## src/rtl/mmio_io_pkg.sv

```systemverilog
// Shared definitions for the board I/O slave: register byte offsets and the
// seven-segment decode used for the six hex digits.
package mmio_io_pkg;

  localparam logic [7:0] IO_SW      = 8'h00;
  localparam logic [7:0] IO_KEYLVL  = 8'h04;
  localparam logic [7:0] IO_KEYEVT  = 8'h08;
  localparam logic [7:0] IO_LED     = 8'h0C;
  localparam logic [7:0] IO_HEX     = 8'h10;
  localparam logic [7:0] IO_BLANK   = 8'h14;
  localparam logic [7:0] IO_IRQMASK = 8'h18;

  localparam logic [6:0] SEG_BLANK = 7'h7F;

  // Active-low {g,f,e,d,c,b,a}
  function automatic logic [6:0] hex_to_seg(input logic [3:0] nib);
    logic [6:0] seg;
    case (nib)
      4'h0:    seg = 7'h40;
      4'h1:    seg = 7'h79;
      4'h2:    seg = 7'h24;
      4'h3:    seg = 7'h30;
      4'h4:    seg = 7'h19;
      4'h5:    seg = 7'h12;
      4'h6:    seg = 7'h02;
      4'h7:    seg = 7'h78;
      4'h8:    seg = 7'h00;
      4'h9:    seg = 7'h10;
      4'hA:    seg = 7'h08;
      4'hB:    seg = 7'h03;
      4'hC:    seg = 7'h46;
      4'hD:    seg = 7'h21;
      4'hE:    seg = 7'h06;
      default: seg = 7'h0E;
    endcase
    return seg;
  endfunction

endpackage

```

## src/rtl/key_debouncer.sv

```systemverilog
// One board key: 2-flop synchronizer plus a stability counter. level is the
// debounced pressed state; rise pulses in the cycle the level goes 0 -> 1.
module key_debouncer #(
  parameter int DEBOUNCE_CYCLES = 16
) (
  input  logic clock,
  input  logic resetn,
  input  logic key_n,
  output logic level,
  output logic rise
);

  localparam int CW = $clog2(DEBOUNCE_CYCLES + 1);
  localparam logic [CW-1:0] CNT_LAST = CW'(DEBOUNCE_CYCLES - 1);

  logic          s1_q, sync_q;
  logic          level_q, level_d;
  logic [CW-1:0] cnt_q, cnt_d;
  logic          pressed;

  assign pressed = ~sync_q;

  always_comb begin
    level_d = level_q;
    cnt_d   = cnt_q;
    rise    = 1'b0;
    if (pressed == level_q) begin
      cnt_d = '0;
    end else if (cnt_q == CNT_LAST) begin
      level_d = ~level_q;
      cnt_d   = '0;
      rise    = ~level_q;
    end else begin
      cnt_d = cnt_q + CW'(1);
    end
  end

  // Sync flops reset to "not pressed" so no spurious press follows reset
  always_ff @(posedge clock or negedge resetn) begin
    if (!resetn) begin
      s1_q    <= 1'b1;
      sync_q  <= 1'b1;
      level_q <= 1'b0;
      cnt_q   <= '0;
    end else begin
      s1_q    <= key_n;
      sync_q  <= s1_q;
      level_q <= level_d;
      cnt_q   <= cnt_d;
    end
  end

  assign level = level_q;

endmodule

```

## src/rtl/mmio_io_port.sv

```systemverilog
// Memory-mapped board I/O slave: switches, debounced keys with sticky events,
// LEDs and six seven-segment digits. Define MMIO_IO_IRQ_EN for IRQMASK and irq.
module mmio_io_port
  import mmio_io_pkg::*;
#(
  parameter int DEBOUNCE_CYCLES = 16,
  parameter int ADDR_W          = 8
) (
  input  logic              clock,
  input  logic              resetn,
  input  logic              io_sel,
  input  logic              we,
  input  logic [ADDR_W-1:0] addr,
  input  logic [31:0]       wdata,
  output logic [31:0]       rdata,
  input  logic [3:0]        KEY,
  input  logic [9:0]        SW,
  output logic [9:0]        LED,
  output logic [6:0]        SEG0,
  output logic [6:0]        SEG1,
  output logic [6:0]        SEG2,
  output logic [6:0]        SEG3,
  output logic [6:0]        SEG4,
  output logic [6:0]        SEG5,
  output logic              irq
);

  logic [ADDR_W-1:0] a_w;
  logic              wr;
  logic [9:0]        sw_s1_q, sw_s1_d, sw_sync_q, sw_sync_d;
  logic [3:0]        key_lvl, key_rise;
  logic [3:0]        evt_q, evt_d;
  logic [9:0]        led_q, led_d;
  logic [23:0]       hex_q, hex_d;
  logic [5:0]        blank_q, blank_d;
  logic [6:0]        seg [6];
  logic              unused_bits;

  assign a_w         = {addr[ADDR_W-1:2], 2'b00};
  assign wr          = io_sel & we;
  assign unused_bits = ^{wdata[31:24], addr[1:0]};

  for (genvar i = 0; i < 4; i++) begin : g_key
    key_debouncer #(.DEBOUNCE_CYCLES(DEBOUNCE_CYCLES)) u_deb (
      .clock  (clock),
      .resetn (resetn),
      .key_n  (KEY[i]),
      .level  (key_lvl[i]),
      .rise   (key_rise[i])
    );
  end

  // A press landing on the same edge as a W1C survives the clear
  always_comb begin
    sw_s1_d   = SW;
    sw_sync_d = sw_s1_q;
    led_d     = (wr && a_w == ADDR_W'(IO_LED))   ? wdata[9:0]  : led_q;
    hex_d     = (wr && a_w == ADDR_W'(IO_HEX))   ? wdata[23:0] : hex_q;
    blank_d   = (wr && a_w == ADDR_W'(IO_BLANK)) ? wdata[5:0]  : blank_q;
    evt_d     = (evt_q & ~((wr && a_w == ADDR_W'(IO_KEYEVT)) ? wdata[3:0] : 4'h0))
              | key_rise;
  end

  always_ff @(posedge clock or negedge resetn) begin
    if (!resetn) begin
      sw_s1_q   <= '0;
      sw_sync_q <= '0;
      evt_q     <= '0;
      led_q     <= '0;
      hex_q     <= '0;
      blank_q   <= 6'h3F;
    end else begin
      sw_s1_q   <= sw_s1_d;
      sw_sync_q <= sw_sync_d;
      evt_q     <= evt_d;
      led_q     <= led_d;
      hex_q     <= hex_d;
      blank_q   <= blank_d;
    end
  end

`ifdef MMIO_IO_IRQ_EN
  logic [3:0] irq_mask_q, irq_mask_d;
  logic       irq_q, irq_d;

  always_comb begin
    irq_mask_d = (wr && a_w == ADDR_W'(IO_IRQMASK)) ? wdata[3:0] : irq_mask_q;
    irq_d      = |(evt_q & irq_mask_q);
  end

  always_ff @(posedge clock or negedge resetn) begin
    if (!resetn) begin
      irq_mask_q <= '0;
      irq_q      <= 1'b0;
    end else begin
      irq_mask_q <= irq_mask_d;
      irq_q      <= irq_d;
    end
  end

  assign irq = irq_q;
`else
  assign irq = 1'b0;
`endif

  always_comb begin
    rdata = '0;
    case (a_w)
      ADDR_W'(IO_SW):      rdata[9:0]  = sw_sync_q;
      ADDR_W'(IO_KEYLVL):  rdata[3:0]  = key_lvl;
      ADDR_W'(IO_KEYEVT):  rdata[3:0]  = evt_q;
      ADDR_W'(IO_LED):     rdata[9:0]  = led_q;
      ADDR_W'(IO_HEX):     rdata[23:0] = hex_q;
      ADDR_W'(IO_BLANK):   rdata[5:0]  = blank_q;
`ifdef MMIO_IO_IRQ_EN
      ADDR_W'(IO_IRQMASK): rdata[3:0]  = irq_mask_q;
`endif
      default:             rdata       = '0;
    endcase
  end

  always_comb begin
    for (int d = 0; d < 6; d++) begin
      seg[d] = blank_q[d] ? SEG_BLANK : hex_to_seg(hex_q[4*d +: 4]);
    end
  end

  assign LED  = led_q;
  assign SEG0 = seg[0];
  assign SEG1 = seg[1];
  assign SEG2 = seg[2];
  assign SEG3 = seg[3];
  assign SEG4 = seg[4];
  assign SEG5 = seg[5];

endmodule

```

## config.mk

```make
export PLATFORM = sky130hd
export DESIGN_NAME = mmio_io_port
export DESIGN_NICKNAME = d
export VERILOG_FILES = /design/src/rtl/mmio_io_pkg.sv /design/src/rtl/key_debouncer.sv /design/src/rtl/mmio_io_port.sv
export SDC_FILE = /design/constraint.sdc
export NUM_CORES = 1
export LEC_CHECK = 0
export BUFFER_PORTS_ARGS = -buffer_cell sky130_fd_sc_hd__buf_2
export CORE_AREA = 8 8 130 108
export DETAILED_ROUTE_END_ITERATION = 8
export DIE_AREA = 0 0 138 116
export GPL_ROUTABILITY_DRIVEN = 1
export PLACE_DENSITY = 0.83
export SLEW_MARGIN = 10
export SYNTH_ARGS = -nofsm -noshare
export SYNTH_HDL_FRONTEND = slang
export SYNTH_SLANG_ARGS = --single-unit
```

## constraint.sdc

```tcl
create_clock -name clock -period 1.6 [get_ports clock]
set_input_delay 0.32 -clock clock [delete_from_list [all_inputs] [get_ports clock]]
set_output_delay 0.32 -clock clock [all_outputs]
set_load 0.01 [all_outputs]
```

Yosys cells after proc, flatten, opt, wreduce, memory -nomap -nowiden:

Memory sizes are Yosys's and may differ from the RTL's.
Cells that the tools add are included.

* flip-flop bits (word level): 96
* bits in latches: 0
* RAM bits: 0
* ROM bits: 672
* input port bits: 58
* output and inout port bits: 85
* memories: 6

Memories
* (name not given): depth 16, bits a word 7, read ports 1, clocked after Yosys merged registers in 0, write ports 0, line mmio_io_pkg.sv:18 `case (nib)`
* (name not given): depth 16, bits a word 7, read ports 1, clocked after Yosys merged registers in 0, write ports 0, line mmio_io_pkg.sv:18
* (name not given): depth 16, bits a word 7, read ports 1, clocked after Yosys merged registers in 0, write ports 0, line mmio_io_pkg.sv:18
* (name not given): depth 16, bits a word 7, read ports 1, clocked after Yosys merged registers in 0, write ports 0, line mmio_io_pkg.sv:18
* (name not given): depth 16, bits a word 7, read ports 1, clocked after Yosys merged registers in 0, write ports 0, line mmio_io_pkg.sv:18
* (name not given): depth 16, bits a word 7, read ports 1, clocked after Yosys merged registers in 0, write ports 0, line mmio_io_pkg.sv:18

* add/sub/neg operators: 4
* multipliers: 0
* divide/modulo/power cells: 0
* order comparisons: 0
* eq/ne operators: 13
* shifts and indexed selects: 0
* muxes and demuxes: 27
* bitwise operators: 16
* reduce and logical (&&, ||, !) cells: 9

Operators with widths (count)
* 7-bit two-way mux: 6
* 5-bit two-way mux: 8
* 4-bit one-hot mux with 6 select lines: 1
* 5-bit by 1-bit adder with 5-bit output (second input constant): 4
* 5-bit by 4-bit == test with 1-bit output (second input constant): 4
* 14-bit two-way mux: 1
* 6-bit by 2-bit == test with 1-bit output (second input constant): 2
* 6-bit by 3-bit == test with 1-bit output (second input constant): 2
* 1-bit inverter: 12
* 4-bit one-hot mux with 3 select lines: 1
* 8-bit zero test: 1
* 1-bit two-way mux: 8
* 2-bit one-hot mux with 4 select lines: 1
* 2-bit AND reduction: 4
* 6-bit by 1-bit == test with 1-bit output (second input constant): 1
* 4-bit bitwise AND: 1
* 1-bit == test: 4
* 1-bit logical AND: 4
* 4-bit two-way mux: 1
* 4-bit inverter: 1
* 4-bit OR: 1
* 1-bit bitwise AND: 1

Depth between registers and ports, before layout:

* depth in word-level cells: 6
* mapped depth: 6
* gate-level depth less buffers: 5

By module:

A second synthesis with hierarchy kept.

* cell total of the unflattened synthesis: 532
* area, all modules: 5736.8 um^2

Modules (own cells, without submodules)
* mmio_io_port: instances 1, cells each 436, area an instance 4460.5 um^2, seq. area each 1609.0 um^2
* key_debouncer: instances 4, cells each 24, area an instance 319.1 um^2, seq. area each 202.7 um^2

Worst setup path before layout:

Ideal clock, no wire load.

* path kind: register to output
* from: register hex_q[20]
* to: output port SEG5[3]
* data arrival time: 1.421 ns
* data required time: 1.280 ns
* setup slack: -0.141 ns
* cell stages (with the launch flop): 6
* buffers on the path: 0
* cell sequence: dfrtp_1 inv_1 ha_1 inv_1 mux4_2 nand2b_1

* longest elaborated chain between the ends: 2

RTL lines
* start, declared: line mmio_io_port.sv:34 `logic [23:0] hex_q, hex_d;`
* start signal, assigned: line mmio_io_port.sv:70 `hex_q <= '0;`
* start signal, assigned: line mmio_io_port.sv:77 `hex_q <= hex_d;`
* memory read 16 x 7 bit
* 7-bit two-way mux: line mmio_io_port.sv:124 `seg[d] = blank_q[d] ? SEG_BLANK : hex_to_seg(hex_q[4*d +: 4]);`
* end, declared: line mmio_io_port.sv:24 `output logic [6:0] SEG5,`

No other way between the ends.

Worst setup path in the final report:

Same ends and word-level chain as after synthesis.

==> summary.json <==
{
  "run_status": {"value": "finished, violations left"},
  "violations": {"value": "negative setup slack"},
  "post-route-cell-area": {"value": 9070, "unit": "sq um"},
  "share_of_flip_flops_with_an_asynchronous_set_or_reset": {"value": 100, "unit": "%"},
  "clock-root-buffer": {"value": "sky130_fd_sc_hd__clkbuf_16"},
  "critPathKind": {"value": "flop to primary output"},
  "globalRouteTotalUtil": {"value": 21.5, "unit": "%"},
  "final_routed_wire_length_divided_by_cell_count": {"value": 21.9, "unit": "um"},
  "dieHeight": {"value": 116, "unit": "um"},
  "post_route_cells_drive_above_1_share": {"value": 66.3, "unit": "%"},
  "vias_per_cell": {"value": 5.77},
  "critPathArrivalTime": {"value": 1870, "unit": "ps"},
  "report.final.setup_viol": {"value": 57},
  "detailed_place.area": {"value": 6980, "unit": "sq um"},
  "first_pass_grt_wire_length": {"value": 28.2, "unit": "mm"},
  "synth_seq_area_share": {"value": 42.8, "unit": "%"},
  "place_congestion": {"value": 0.901},
  "routed_wl": {"value": 19.8, "unit": "mm"},
  "cts-buffers-inserted": {"value": 9},
  "floorplan.initialDensity": {"value": 47.5, "unit": "%"},
  "number_of_buffers_on_the_longest_clock_path": {"value": 2},
  "sequential_cell_area": {"value": 2440, "unit": "sq um"},
  "cts_num_sinks": {"value": 96},
  "portBuffers": {"value": 123},
  "finalWorstSetupSlack": {"value": -595, "unit": "ps"},
  "worst_clock_skew": {"value": 8.29, "unit": "ps"},
  "syn-mean-instance-area": {"value": 10.8, "unit": "sq um"},
  "grt_pass1_vias": {"value": 5478},
  "maxSlewViolCount": {"value": 0},
  "worst_setup_hold_path_clk_slew": {"value": 70, "unit": "ps"},
  "synth_edf_count": {"value": 0},
  "finish.net_count": {"value": 846},
  "syn_area": {"value": 5650, "unit": "sq um"},
  "fillers": {"value": 665},
  "worst_setup_path_start_kind": {"value": "flop"},
  "dieArea": {"value": 16000, "unit": "sq um"},
  "synth_flop_cell": {"value": "sky130_fd_sc_hd__dfrtp_1"},
  "finalCriticalPeriod": {"value": 2190, "unit": "ps"},
  "hpwlAfterDp": {"value": 11.6, "unit": "mm"},
  "setup-tns-final": {"value": -18760, "unit": "ps"},
  "drt-initial-drc-count": {"value": 319},
  "synth.ff_latch_count": {"value": 96},
  "timing.critical_path.cells": {"value": "inv_2 -> ha_4 -> inv_2 -> mux4_2 -> nand2b_4 -> buf_6"},
  "ios": {"value": 143},
  "h_tree_level_count": {"value": 3},
  "timing.critical_path.fanout_max": {"value": 3},
  "setup_repair_after_global_routing_missed_its_margin": {"value": "yes"},
  "drt_first_pass_iters": {"value": 5},
  "fp.coreArea": {"value": 11900, "unit": "sq um"},
  "grt_overflow_total": {"value": 0},
  "synth_warnings": {"value": 0},
  "power_leakage": {"value": 4.22, "unit": "nW"},
  "endpoint_kind": {"value": "primary output"},
  "die_w": {"value": 138, "unit": "um"},
  "clk_latency": {"value": 340, "unit": "ps"},
  "tritoncts": {"value": "built"},
  "crit_path_top_delay_cell": {"value": "sky130_fd_sc_hd__mux4_2"},
  "via_count": {"value": 5231},
  "crit_path_max_incr_delay": {"value": 450, "unit": "ps"},
  "grt_start_max_net_pins": {"value": 34},
  "hold_viol_final": {"value": 0},
  "post_synth_num_cell_types": {"value": 49},
  "antenna_violating_nets_post_route": {"value": 0},
  "worst_hold_path_type": {"value": "primary input to flop"},
  "drcViolationCount": {"value": 0},
  "area_taken_by_multi_input_logic_gates": {"value": 4020, "unit": "sq um"},
  "synthCells": {"value": 525},
  "syn2layout_area_growth": {"value": 60.5, "unit": "%"},
  "cp_common_cell": {"value": "sky130_fd_sc_hd__inv_2"},
  "timing.max_cap.violations": {"value": 0},
  "placementRows": {"value": 36},
  "power.density": {"value": 813, "unit": "nW/um^2"},
  "vdd_drop_max": {"value": 0.598, "unit": "mV"},
  "final.period_utilization": {"value": 137, "unit": "%"},
  "worst_ep_required_time": {"value": 1280, "unit": "ps"},
  "max_freq": {"value": 456, "unit": "MHz"},
  "antenna_found_initial": {"value": 0}
}
-- Yosys cell counts (5+ instances only) --
library cell | n | share of area (%)
sky130_fd_sc_hd__nand4_1 | 5 | 0.55
sky130_fd_sc_hd__o31ai_1 | 7 | 0.93
sky130_fd_sc_hd__clkbuf_1 | 23 | 1.5
sky130_fd_sc_hd__mux2_2 | 30 | 6.0
sky130_fd_sc_hd__a211o_1 | 13 | 2.0
sky130_fd_sc_hd__mux2i_1 | 7 | 1.2
sky130_fd_sc_hd__mux4_2 | 5 | 2.0
sky130_fd_sc_hd__nand2b_1 | 5 | 0.55
sky130_fd_sc_hd__o21ai_0 | 20 | 1.8
sky130_fd_sc_hd__mux2_4 | 20 | 5.3
sky130_fd_sc_hd__a22oi_1 | 9 | 1.2
sky130_fd_sc_hd__dfstp_2 | 14 | 6.5
sky130_fd_sc_hd__nand2_1 | 14 | 0.93
sky130_fd_sc_hd__inv_1 | 29 | 1.9
sky130_fd_sc_hd__a21oi_1 | 10 | 0.89
sky130_fd_sc_hd__dfrtp_1 | 82 | 36
sky130_fd_sc_hd__a311o_1 | 6 | 1.1
sky130_fd_sc_hd__nand3_1 | 6 | 0.53
sky130_fd_sc_hd__ha_1 | 40 | 8.9
sky130_fd_sc_hd__a31oi_1 | 20 | 2.2
sky130_fd_sc_hd__and3_1 | 20 | 2.2
sky130_fd_sc_hd__buf_4 | 10 | 1.3
sky130_fd_sc_hd__a211oi_1 | 6 | 0.80
sky130_fd_sc_hd__nor2b_1 | 11 | 1.2
sky130_fd_sc_hd__nor2_1 | 45 | 3.0
sky130_fd_sc_hd__nor3_1 | 9 | 0.80
sky130_fd_sc_hd__and2_1 | 5 | 0.55
sky130_fd_sc_hd__xor2_1 | 8 | 1.2
-- flip-flops by register name, indices dropped and copies added, names as in the netlist --
| register | cells |
|---|---|
| g_key.u_deb.level | 4 |
| evt_q | 4 |
| g_key.u_deb.cnt_q | 20 |
| sw_s1_q | 10 |
| blank_q | 6 |
| sw_sync_q | 10 |
| hex_q | 24 |
| g_key.u_deb.sync_q | 4 |
| LED | 10 |
| g_key.u_deb.s1_q | 4 |
-- worst max-delay path, delay by kind of cell (launching register included) --
family | cells | cell delay, ps
AND/OR/NAND/NOR | 1 | 160
buffers and inverters | 3 | 240
adder cells (fa/ha/maj) | 1 | 270
multiplexers | 1 | 450
flip-flops | 1 | 420
-- area by class of cell --
type | count | share of cell area [%]
Multi-Input combinational cell | 366 | 44.4
Sequential cell | 96 | 26.9
Timing Repair Buffer | 246 | 21.5
Clock buffer | 12 | 2.83
Tap cell | 152 | 2.10
Inverter | 29 | 1.70
Clock inverter | 4 | 0.580
Antenna cell | 1 | 0.0276
-- stage by stage --
step                power [W]  setup slack (ps)  instances  utilization (%)  hold WS [ps]
CTS                   0.00701              -573        890             70.9          61.3
detailed placement    0.00435              -251        847             58.7           224
floorplan             0.00365             -90.6        533                -          24.4
global placement      0.00428              -194        847             58.7           220
global route          0.00768              -639        905             76.2          64.9
finish                0.00738              -595        906             76.3          77.6
-- routing by layer --
metal  up-vias  global-route usage, %  part of all wire [%]  wire length [um]
li1       2318                      -                     -                 -
met1      2626                   23.9                    38              7480
met2       227                   38.4                    53             10400
met3        60                   5.65                   6.2              1230
met4         0                   9.61                   3.5               698
met5         -                      0                     0                 0
-- where the power goes --
group	internal (W)	switching, W	total, W
sequential	0.00260	0.000194	0.00279
clock	0.00130	0.000902	0.00220
combinational	0.00120	0.00118	0.00238
-- timing repair --
action,4_1_cts,5_1_grt
hold buffers,1,0
endpoints found under the setup margin,66,66
resized for setup,214,108
pin swaps,87,44
cloned,1,0
setup buffers,28,19
endpoints found under the hold margin,14,0
-- logic make-up after synthesis --
family,synth area share (%)
flip-flops,42.8
AO/OA/AOI/OAI,13.5
adder cells (fa/ha/maj),8.86
XOR/XNOR,1.86
buffers and inverters,5.82
AND/OR/NAND/NOR,12.5
multiplexers,14.5
other,0.0664
-- cells in the final DEF, fill, tap and decap left out, types with 6 or more instances in the layout --
master	count
sky130_fd_sc_hd__buf_2	105
sky130_fd_sc_hd__buf_12	9
sky130_fd_sc_hd__o21ai_0	6
sky130_fd_sc_hd__and3_1	11
sky130_fd_sc_hd__nand2_1	10
sky130_fd_sc_hd__ha_4	33
sky130_fd_sc_hd__nand3_1	6
sky130_fd_sc_hd__o21ai_1	8
sky130_fd_sc_hd__conb_1	9
sky130_fd_sc_hd__mux2_4	25
sky130_fd_sc_hd__clkinv_4	6
sky130_fd_sc_hd__a21oi_2	6
sky130_fd_sc_hd__and3_4	10
sky130_fd_sc_hd__mux2_2	25
sky130_fd_sc_hd__a31oi_4	9
sky130_fd_sc_hd__clkbuf_16	9
sky130_fd_sc_hd__dfstp_2	14
sky130_fd_sc_hd__xor2_1	8
sky130_fd_sc_hd__dfrtp_1	64
sky130_fd_sc_hd__nor2_1	29
sky130_fd_sc_hd__a31oi_1	9
sky130_fd_sc_hd__inv_1	16
sky130_fd_sc_hd__o21ai_2	6
sky130_fd_sc_hd__buf_6	62
sky130_fd_sc_hd__buf_4	67
sky130_fd_sc_hd__nor2_2	9
sky130_fd_sc_hd__nor2_4	7
sky130_fd_sc_hd__dfrtp_2	18
sky130_fd_sc_hd__a211o_1	13
sky130_fd_sc_hd__a311o_1	6
-- final timing paths --
| check | from | to | slack, ps | cells past startpoint |
|---|---|---|---|---|
| worst max-delay path | hex_q[20]$_DFFE_PN0P_ | SEG5[3] | -590 | 6 |
| worst min-delay path | KEY[1] | g_key[1].u_deb.s1_q$_DFF_PN1_ | 80 | 1 |
| worst max register to register | g_key[3].u_deb.cnt_q[0]$_DFF_PN0_ | g_key[3].u_deb.cnt_q[3]$_DFF_PN0_ | 300 | 4 |
| worst min register to register | sw_s1_q[5]$_DFF_PN0_ | sw_sync_q[5]$_DFF_PN0_ | 350 | 0 |
| max in group asynchronous | resetn | g_key[2].u_deb.s1_q$_DFF_PN1_ | 630 | 3 |
| min in group asynchronous | resetn | g_key[2].u_deb.cnt_q[2]$_DFF_PN0_ | 400 | 2 |
(Power assumes the default switching activity.)
